File: config.mk
export PLATFORM = sky130hd
export DESIGN_NAME = ps2_scan_receiver
export DESIGN_NICKNAME = d
export VERILOG_FILES = /design/src/rtl/ps2_pkg.sv /design/src/rtl/ps2_clk_filter.sv /design/src/rtl/ps2_scan_receiver.sv
export SDC_FILE = /design/constraint.sdc
export NUM_CORES = 1
export LEC_CHECK = 0
export BUFFER_PORTS_ARGS = -buffer_cell sky130_fd_sc_hd__buf_2
export CORE_MARGIN = 2
export CORE_UTILIZATION = 60
export CTS_BUF_LIST = sky130_fd_sc_hd__clkbuf_8
export DETAILED_ROUTE_END_ITERATION = 12
export PLACE_DENSITY = 0.77
export RECOVER_POWER = 25
export SETUP_SLACK_MARGIN = 0.3
export SLEW_MARGIN = 20
export SYNTH_ARGS = -nofsm -noshare
export SYNTH_HDL_FRONTEND = slang
export SYNTH_SLANG_ARGS = --single-unit
File: constraint.sdc
create_clock -name clk -period 3.8 [get_ports clk]
set_input_delay 0.19 -clock clk [delete_from_list [all_inputs] [get_ports clk]]
set_output_delay 0.19 -clock clk [all_outputs]
set_load 0.05 [all_outputs]
File: src/rtl/ps2_pkg.sv
// Shared constants and types for the PS/2 scan-code receiver.
package ps2_pkg;
  localparam int FRAME_BITS = 11;

  localparam logic [7:0] PS2_PREFIX_EXT = 8'hE0;
  localparam logic [7:0] PS2_PREFIX_BRK = 8'hF0;

  localparam logic [7:0] PS2_IGN_ERR0  = 8'h00;
  localparam logic [7:0] PS2_IGN_BAT   = 8'hAA;
  localparam logic [7:0] PS2_IGN_ECHO  = 8'hEE;
  localparam logic [7:0] PS2_IGN_ACK   = 8'hFA;
  localparam logic [7:0] PS2_IGN_RESND = 8'hFE;
  localparam logic [7:0] PS2_IGN_ERR1  = 8'hFF;

  typedef enum logic [1:0] {IDLE, RX, CHECK} ps2_state_e;

  // Keyboard housekeeping bytes that never represent a keystroke.
  function automatic logic is_ignored(input logic [7:0] b);
    return (b == PS2_IGN_ERR0) || (b == PS2_IGN_BAT)   || (b == PS2_IGN_ECHO) ||
           (b == PS2_IGN_ACK)  || (b == PS2_IGN_RESND) || (b == PS2_IGN_ERR1);
  endfunction
endpackage

File: src/rtl/ps2_clk_filter.sv
// PS/2 pin synchroniser, ps2_clk glitch filter and falling-edge tick.
module ps2_clk_filter #(
  parameter int SYNC_STAGES = 2,
  parameter int FILTER_LEN  = 8
) (
  input  logic clk,
  input  logic rst_n,
  input  logic ps2_clk,
  input  logic ps2_data,
  output logic fall_tick,
  output logic data_sync
);
  localparam int CW = $clog2(FILTER_LEN + 1);

  logic [SYNC_STAGES-1:0] clk_sync, dat_sync;
  logic [CW-1:0]          cnt;
  logic                   filt;
  logic                   clk_s;

  assign clk_s     = clk_sync[SYNC_STAGES-1];
  assign data_sync = dat_sync[SYNC_STAGES-1];

  always_ff @(posedge clk) begin
    if (!rst_n) begin
      clk_sync  <= '1;
      dat_sync  <= '1;
      cnt       <= '0;
      filt      <= 1'b1;
      fall_tick <= 1'b0;
    end else begin
      clk_sync  <= {clk_sync[SYNC_STAGES-2:0], ps2_clk};
      dat_sync  <= {dat_sync[SYNC_STAGES-2:0], ps2_data};
      fall_tick <= 1'b0;
      // Level only flips after FILTER_LEN consecutive disagreeing samples.
      if (clk_s != filt) begin
        if (cnt == CW'(FILTER_LEN - 1)) begin
          filt      <= clk_s;
          cnt       <= '0;
          fall_tick <= filt & ~clk_s;
        end else begin
          cnt <= cnt + CW'(1);
        end
      end else begin
        cnt <= '0;
      end
    end
  end
endmodule

File: src/rtl/ps2_scan_receiver.sv
// PS/2 keyboard receiver: frames, E0/F0 prefix resolution, make/break strobes.
// Optional PS2_TYPEMATIC_FILTER_EN suppresses typematic repeats of the held key.
module ps2_scan_receiver
  import ps2_pkg::*;
#(
  parameter int SYNC_STAGES = 2,
  parameter int FILTER_LEN  = 8,
  parameter int TIMEOUT_CYC = 20000
) (
  input  logic       clk,
  input  logic       rst_n,
  input  logic       ps2_clk,
  input  logic       ps2_data,
  output logic [8:0] last_change,
  output logic       key_valid,
  output logic [8:0] release_code,
  output logic       key_release,
  output logic       key_down,
  output logic       frame_err
);
  localparam int TW = $clog2(TIMEOUT_CYC + 1);

  ps2_state_e  state, state_nxt;
  logic        fall_tick, data_s;
  logic [3:0]  bit_cnt;
  logic [7:0]  shreg;
  logic        par_bit, stop_bit;
  logic        ext_flag, brk_flag;
  logic [TW-1:0] timer;
  logic        counting, timeout, frame_ok, repeat_hit;
  logic [8:0]  code;

  ps2_clk_filter #(.SYNC_STAGES(SYNC_STAGES), .FILTER_LEN(FILTER_LEN)) u_filt (
    .clk       (clk),
    .rst_n     (rst_n),
    .ps2_clk   (ps2_clk),
    .ps2_data  (ps2_data),
    .fall_tick (fall_tick),
    .data_sync (data_s)
  );

  assign counting = (state == RX) || ((state == IDLE) && (ext_flag || brk_flag));
  assign timeout  = counting && !fall_tick && (timer == TW'(TIMEOUT_CYC - 1));
  assign frame_ok = (^{shreg, par_bit}) && stop_bit;
  assign code     = {ext_flag, shreg};

`ifdef PS2_TYPEMATIC_FILTER_EN
  assign repeat_hit = key_down && (code == last_change);
`else
  assign repeat_hit = 1'b0;
`endif

  always_ff @(posedge clk) begin
    if (!rst_n) state <= IDLE;
    else        state <= state_nxt;
  end

  always_comb begin
    state_nxt = state;
    case (state)
      IDLE:    if (fall_tick && !data_s) state_nxt = RX;
      RX: begin
        if (timeout)                                           state_nxt = IDLE;
        else if (fall_tick && bit_cnt == 4'(FRAME_BITS - 2))   state_nxt = CHECK;
      end
      CHECK:   state_nxt = IDLE;
      default: state_nxt = IDLE;
    endcase
  end

  always_ff @(posedge clk) begin
    if (!rst_n) begin
      bit_cnt      <= '0;
      shreg        <= '0;
      par_bit      <= 1'b0;
      stop_bit     <= 1'b0;
      ext_flag     <= 1'b0;
      brk_flag     <= 1'b0;
      timer        <= '0;
      last_change  <= '0;
      release_code <= '0;
      key_valid    <= 1'b0;
      key_release  <= 1'b0;
      key_down     <= 1'b0;
      frame_err    <= 1'b0;
    end else begin
      key_valid   <= 1'b0;
      key_release <= 1'b0;
      frame_err   <= 1'b0;

      if (fall_tick || !counting) timer <= '0;
      else                        timer <= timer + TW'(1);

      if (timeout) begin
        bit_cnt  <= '0;
        ext_flag <= 1'b0;
        brk_flag <= 1'b0;
      end else begin
        case (state)
          IDLE: if (fall_tick && !data_s) bit_cnt <= '0;
          RX: if (fall_tick) begin
            // bit_cnt 0..7 data LSB first, 8 parity, 9 stop.
            if (bit_cnt < 4'd8)       shreg    <= {data_s, shreg[7:1]};
            else if (bit_cnt == 4'd8) par_bit  <= data_s;
            else                      stop_bit <= data_s;
            bit_cnt <= bit_cnt + 4'd1;
          end
          CHECK: begin
            if (!frame_ok) begin
              frame_err <= 1'b1;
              ext_flag  <= 1'b0;
              brk_flag  <= 1'b0;
            end else if (shreg == PS2_PREFIX_EXT) begin
              ext_flag <= 1'b1;
            end else if (shreg == PS2_PREFIX_BRK) begin
              brk_flag <= 1'b1;
            end else if (!is_ignored(shreg)) begin
              if (brk_flag) begin
                release_code <= code;
                key_release  <= 1'b1;
                if (code == last_change) key_down <= 1'b0;
                ext_flag <= 1'b0;
                brk_flag <= 1'b0;
              end else begin
                if (!repeat_hit) begin
                  last_change <= code;
                  key_valid   <= 1'b1;
                  key_down    <= 1'b1;
                end
                ext_flag <= 1'b0;
              end
            end
          end
          default: ;
        endcase
      end
    end
  end
endmodule

==> results.json, run 1 <==
{
  "run_status": "finished with violations",
  "failed_checks": "capacitance limit, slew limit",
  "routedWlPerCell_um": 14.1,
  "die_x_um": 73.4,
  "final-setup-viol-count": 0,
  "irDropWorstVdd_mv": 0.217,
  "combinationalPowerShare_pct": 1.1,
  "slew_viol_final": 41,
  "most_used_dff_post_synth": "dfxtp_1",
  "async_reset_ff_share_pct": 0,
  "cp.buffers_inverters": 0,
  "numCtsBuffers": 9,
  "finalSetupTns_ps": 0,
  "netlist_top_cells_area": "dfxtp_1 45%, mux2i_1 6.9%, nand2_1 6.6%, xnor2_1 5.1%, nor2_1 4.0%",
  "clkLatencyLatePin_ps": 350,
  "drive_above_1_share_pct": 7.92,
  "gp_congestion": 0.841,
  "pwr-share-seq_pct": 53.0,
  "timing.critical_path.cells": "xor2_1, xnor3_1, mux2i_4, nor4b_4, mux2i_1",
  "critical_path.top_delay_family": "simple AND/OR/NAND/NOR gates",
  "final.min_clock_period_ps": 2520,
  "final_cell_count_no_fill": 395,
  "cts_tree": "built",
  "maxSlewHeadroom_pct": -11.3,
  "initial_utilization_pct": 61.7,
  "ys_types": 42,
  "cts_sinks": 65,
  "areaGrowthSynthToFinish_pct": 9.60,
  "antenna_found_initial": 0,
  "diodes": 0,
  "power_density_mw_per_mm2": 407,
  "viasPerCell": 5.63,
  "design.die.area_mm2": 0.00539,
  "synth.yosys.warnings": 0,
  "clock-root-buffer": "clkbuf_8",
  "p_clk_share_pct": 45.9,
  "leakagePower_nw": 1.20,
  "iteration_0_drc_count_of_the_detailed_router": 157,
  "die_h_um": 73.4,
  "syn-mean-instance-area_um2": 9.13,
  "io_pins": 26,
  "synth_nets": 327,
  "hold_class": "in -> reg",
  "start_kind": "register",
  "sequential_to_total_area_share_from_yosys_stat_pct": 45.0,
  "worstPathArrival_ps": 2800,
  "detail_route.wirelength_um": 5570,
  "global_route_wire_length_before_repair_um": 9040,
  "netlist_instances": 317,
  "endpoint_kind": "register",
  "ctsResizeCount": 0,
  "post_cts_buffers": 0,
  "grt_remaining_overflow": 0,
  "synth.ff_latch_count": 65,
  "final_nets": 346,
  "maximum_number_of_pins_on_one_net_before_global_route_repair": 41,
  "synth-edff-count": 0,
  "final_hold_violation_count": 0,
  "synth_top_area_cell": "dfxtp_1",
  "crit_path_max_fanout": 11,
  "critical-path-slowest-cell": "nor4b_4",
  "dr.pass1.iters": 5,
  "globalRouteTotalUtil_pct": 22.1,
  "cts_max_path_buffers": 2,
  "remaining_drc_errors": 0,
  "routed-via-count": 2225,
  "clk_pin_slew_ps": 70,
  "cap_viol_max_count": 1,
  "peak_clock_frequency_supported_by_timing_ghz": 0.396,
  "worst_hold_slack_ps": 20.3,
  "worstMarginPinSlew_ps": 1670,
  "switching_share_of_total_power_pct": 22.0,
  "cts_hold_buf": 0,
  "core.rowCount": 25,
  "cell_internal_pwr_mw": 1.01,
  "grt_setup_unrepaired": "false",
  "number_of_global_route_vias_before_repair": 1967,
  "timing.setup.critical_path_class": "reg -> reg",
  "htree_num_levels": 3,
  "final_antenna_net_count": 0,
  "synth.top_cell.area_share_pct": 45.0,
  "final_min_period_over_clock_period_pct": 66.4,
  "dp_cells": 379,
  "placeableCoreArea_mm2": 0.00469,
  "fin_worst_skew_ps": 7.99,
  "slowest_stage_delay_on_critical_path_ps": 760,
  "syn_area_mm2": 0.00289,
  "p_switching_mw": 0.285,
  "worstPathRequired_ps": 4070,
  "count_of_port_buffers_added_during_placement": 25,
  "post-dp-hpwl_um": 3730
}
-- sequential cells by signal, indices dropped and copies added (netlist names), 2 cells and up --
name	count
bit_cnt	4
last_change	9
release_code	9
shreg	8
state	2
timer	15
u_filt.clk_sync	2
u_filt.cnt	4
u_filt.dat_sync	2
-- kinds of logic after synthesis --
group / after synthesis / synth area share (%)
DFF: 65 / 45.0
xor gates and xnor gates: 31 / 10.3
muxes: 21 / 7.70
adders and majority gates: 7 / 2.94
AOI/OAI and AO/OA: 31 / 6.14
buffers and inverters: 24 / 4.37
and+or+nand+nor: 138 / 23.5
-- cells in the mapped netlist (5+ instances only) --
cell type and number:
a21oi_1 13, and3_1 5, clkbuf_1 10, dfxtp_1 65
ha_1 6, inv_1 7, mux2i_1 20, nand2_1 51
nand2b_1 8, nand3_1 9, nand4_1 7, nor2_1 31
nor3_1 9, o21ai_0 9, xnor2_1 17, xor2_1 12
-- power by group through the flow --
stage	clock, mW	combinational [mW]	sequential (mW)
CTS	0.609	0.0146	0.684
detailed placement	0	0.0148	0.700
finish	0.593	0.0144	0.684
global placement	0	0.0143	0.700
global route	0.632	0.0162	0.684
floorplan	0	0.0106	0.699
-- placed cells by master (no fill, tap or decap), types with 3 or more instances in the layout --
cell type and count:
dfxtp_1 65, nand2_1 51, nor2_1 31, mux2i_1 20
xnor2_1 17, clkbuf_1 16, a21oi_1 13, xor2_1 12
clkbuf_8 10, nand3_1 9, nor3_1 9, o21ai_0 9
buf_2 9, nand2b_1 8, inv_1 7, nand4_1 7
ha_1 6, and3_1 5, nor4_1 4, nor4b_1 3
-- per-stage QoR --
stage	cell area (µm²)	power [mW]	utilization (%)	setup WS, ps
2_1_floorplan	2890	0.710	-	1850
3_3_place_gp	2990	0.714	63.6	1410
3_5_place_dp	2990	0.715	63.6	1300
4_1_cts	3190	1.31	68.0	1290
5_1_grt	3170	1.33	67.6	1160
6_report	3170	1.29	67.6	1280
-- worst paths after layout --
kind,startpoint,endpoint,slack (ps),cells past startpoint
worst max register to register,shreg[6]$_SDFFE_PN0P_,last_change[6]$_SDFFE_PN0P_,1280,5
worst max-delay path,shreg[6]$_SDFFE_PN0P_,last_change[6]$_SDFFE_PN0P_,1280,5
worst min register to register,u_filt.dat_sync[0]$_SDFF_PN1_,u_filt.dat_sync[1]$_SDFF_PN1_,410,1
worst min-delay path,ps2_clk,u_filt.clk_sync[0]$_SDFF_PN1_,20,2
-- layer usage --
metal	track usage (%)	up-vias	routed length, µm
met5	0	-	0
met4	12.1	0	139
li1	-	1112	-
met1	26.6	1041	2550
met3	5.49	14	216
met2	36.1	58	2660
-- layout make-up --
type / instances / area, µm²
fill: 394 / 1520
multi-input combinational: 228 / 1470
sequential: 65 / 1300
tap: 54 / 67.6
clock buffer: 10 / 138
inverter: 7 / 26.3
timing repair buffer: 25 / 105
clock inverter: 6 / 67.6
(Power assumes the default switching activity.)
==> run 2: changes to the inputs <==
--- a/config.mk
+++ b/config.mk
@@ -7,10 +7,10 @@
 export LEC_CHECK = 0
 export BUFFER_PORTS_ARGS = -buffer_cell sky130_fd_sc_hd__buf_2
 export CORE_MARGIN = 2
-export CORE_UTILIZATION = 60
+export CORE_UTILIZATION = 55
 export CTS_BUF_LIST = sky130_fd_sc_hd__clkbuf_8
 export DETAILED_ROUTE_END_ITERATION = 12
-export PLACE_DENSITY = 0.77
+export PLACE_DENSITY = 0.75
 export RECOVER_POWER = 25
 export SETUP_SLACK_MARGIN = 0.3
 export SLEW_MARGIN = 20
==> constraint.sdc (replaced) <==
create_clock -name clk -period 2.2 [get_ports clk]
set_input_delay 0.11 -clock clk [delete_from_list [all_inputs] [get_ports clk]]
set_output_delay 0.11 -clock clk [all_outputs]
set_load 0.05 [all_outputs]
==> results.json, run 2 (synthesis gave the netlist of run 1 again) <==
{
  "run_status": "finished clean",
  "htree_num_levels": 3,
  "final_nets": 367,
  "combinationalPowerShare_pct": 1.5,
  "clk_pin_slew_ps": 60,
  "grt_setup_unrepaired": "true",
  "mostFrequentLayoutCells": "60 x dfxtp_1, 51 x nand2_1, 31 x nor2_1",
  "detail_route.wirelength_um": 5670,
  "peak_clock_frequency_supported_by_timing_ghz": 0.499,
  "regMostFlops": "timer",
  "finalSetupTns_ps": 0,
  "remaining_drc_errors": 0,
  "use_met2_pct": 35.0,
  "critical_path.top_delay_family": "XOR/XNOR gates",
  "numCtsBuffers": 9,
  "switching_share_of_total_power_pct": 22.5,
  "power_density_mw_per_mm2": 601,
  "viasPerCell": 5.22,
  "crit_path_max_fanout": 7,
  "maxSlewHeadroom_pct": 59.4,
  "final_hold_violation_count": 0,
  "placeableCoreArea_mm2": 0.00511,
  "largest_register_ffs": 15,
  "gp_congestion": 0.797,
  "top_usage_layer": "met2",
  "timing.critical_path.cells": "xor2_1, xnor3_1, mux2i_4, buf_4, buf_6, nand4bb_1, buf_6, mux2i_1",
  "design.die.area_mm2": 0.00586,
  "pwr-share-seq_pct": 58.1,
  "critPathMostFrequentCell": "buf_6",
  "dr.pass1.iters": 4,
  "count_of_port_buffers_added_during_placement": 25,
  "groute.layer.met1.usage_pct": 25.7,
  "iteration_0_drc_count_of_the_detailed_router": 146,
  "final_antenna_net_count": 0,
  "cts_max_path_buffers": 2,
  "worstMarginPinSlew_ps": 612,
  "drive_above_1_share_pct": 14.9,
  "start_kind": "register",
  "core.rowCount": 26,
  "irDropWorstVdd_mv": 0.591,
  "cell_internal_pwr_mw": 1.57,
  "die_x_um": 76.5,
  "slew_viol_final": 0,
  "reg_top3": "timer: 15 flops, last_change: 9 flops, release_code: 9 flops",
  "cp.buffers_inverters": 3,
  "post-dp-hpwl_um": 3630,
  "final_min_period_over_clock_period_pct": 91.1,
  "diodes": 0,
  "hold_class": "in -> reg",
  "number_of_global_route_vias_before_repair": 2167,
  "slowest_stage_delay_on_critical_path_ps": 460,
  "critical-path-slowest-cell": "xnor3_1",
  "areaGrowthSynthToFinish_pct": 16.9,
  "endpoint_kind": "register",
  "globalRouteTotalUtil_pct": 21.1,
  "layout_commonest_cell": "dfxtp_1",
  "routedWlPerCell_um": 13.1,
  "maximum_number_of_pins_on_one_net_before_global_route_repair": 32,
  "worstPathArrival_ps": 2270,
  "final.min_clock_period_ps": 2000,
  "routed-via-count": 2253,
  "p_switching_mw": 0.457,
  "clkLatencyLatePin_ps": 350,
  "timing.setup.critical_path_class": "reg -> reg",
  "worst_hold_slack_ps": 56.2,
  "cts_sinks": 65,
  "grt_use_met3_pct": 5.81,
  "antenna_found_initial": 0,
  "clock-root-buffer": "clkbuf_8",
  "p_clk_share_pct": 40.5,
  "final-setup-viol-count": 0,
  "initial_utilization_pct": 56.6,
  "leakagePower_nw": 1.32,
  "worstPathRequired_ps": 2470,
  "global_route_wire_length_before_repair_um": 9850,
  "grt_remaining_overflow": 0,
  "fin_worst_skew_ps": 8.38,
  "totalPowerFinal_mw": 2.03,
  "io_pins": 26,
  "cts_tree": "built",
  "die_h_um": 76.5,
  "cap_viol_max_count": 0
}
==> run 2: cell count changes in the layout (fill, tap and decap cells not counted), sizes merged <==
cell,change
buf,+19
bufinv,-1
clkbuf,-1
clkinv,+1
clkinvlp,-2
dlygate4sd3,+2
inv,+3
==> run 2: final cells by class <==
cell class | count | area [µm²]
sequential | 65 | 1310
multi-input combinational | 228 | 1490
clock inverter | 7 | 31.3
inverter | 7 | 26.3
timing repair buffer | 46 | 307
clock buffer | 9 | 124
tap | 70 | 87.6
fill | 436 | 1730
==> run 2: routing by layer <==
metal | wire [µm] | part of all wire [%]
met1 | 2610 | 46
met4 | 98 | 1.7
met5 | 0 | 0
met2 | 2800 | 49
met3 | 167 | 2.9
==> run 2: metrics by stage <==
| step | util, % | instances | setup WS, ps | instance area, µm² |
|---|---|---|---|---|
| after floorplan | - | 317 | 268 | 2920 |
| after global placement | 60.5 | 404 | 248 | 3090 |
| after CTS | 65.8 | 429 | 219 | 3360 |
| after global routing | 66.2 | 432 | 135 | 3380 |
| final | 66.2 | 432 | 195 | 3380 |
| after detailed placement | 60.5 | 404 | 175 | 3090 |
==> run 2: power by group through the flow <==
stage | logic (mW) | registers (mW) | clock network (mW)
6_report | 0.0297 | 1.18 | 0.822
5_1_grt | 0.0341 | 1.18 | 0.897
4_1_cts | 0.0300 | 1.18 | 0.833
3_5_place_dp | 0.0268 | 1.21 | 0
3_3_place_gp | 0.0259 | 1.21 | 0
2_1_floorplan | 0.0183 | 1.21 | 0
==> run 2: worst register-to-register path, delay by kind of cell, from the launching register on <==
family,cells,cell delay [ps]
xor+xnor,2,610
buf+inv,3,410
flops,1,360
mux,2,410
simple gates,1,150
==> run 2: timing repair <==
action                                 CTS  global route
setup endpoints to repair               18            21
pin swaps                                2             3
cloned                                   1             0
endpoints found under the hold margin    2             0
resized for setup                        7             8
hold buffers                             2             0
setup buffers                            6             3
==> run 2: worst paths after layout <==
path / from / to / slack [ps] / cells past startpoint
worst max-delay path: shreg[5]$_SDFFE_PN0P_ / release_code[5]$_SDFFE_PN0P_ / 200 / 8
worst min-delay path: rst_n / u_filt.dat_sync[1]$_SDFF_PN1_ / 60 / 2
worst max register to register: shreg[5]$_SDFFE_PN0P_ / release_code[5]$_SDFFE_PN0P_ / 200 / 8
worst min register to register: u_filt.dat_sync[0]$_SDFF_PN1_ / u_filt.dat_sync[1]$_SDFF_PN1_ / 410 / 1
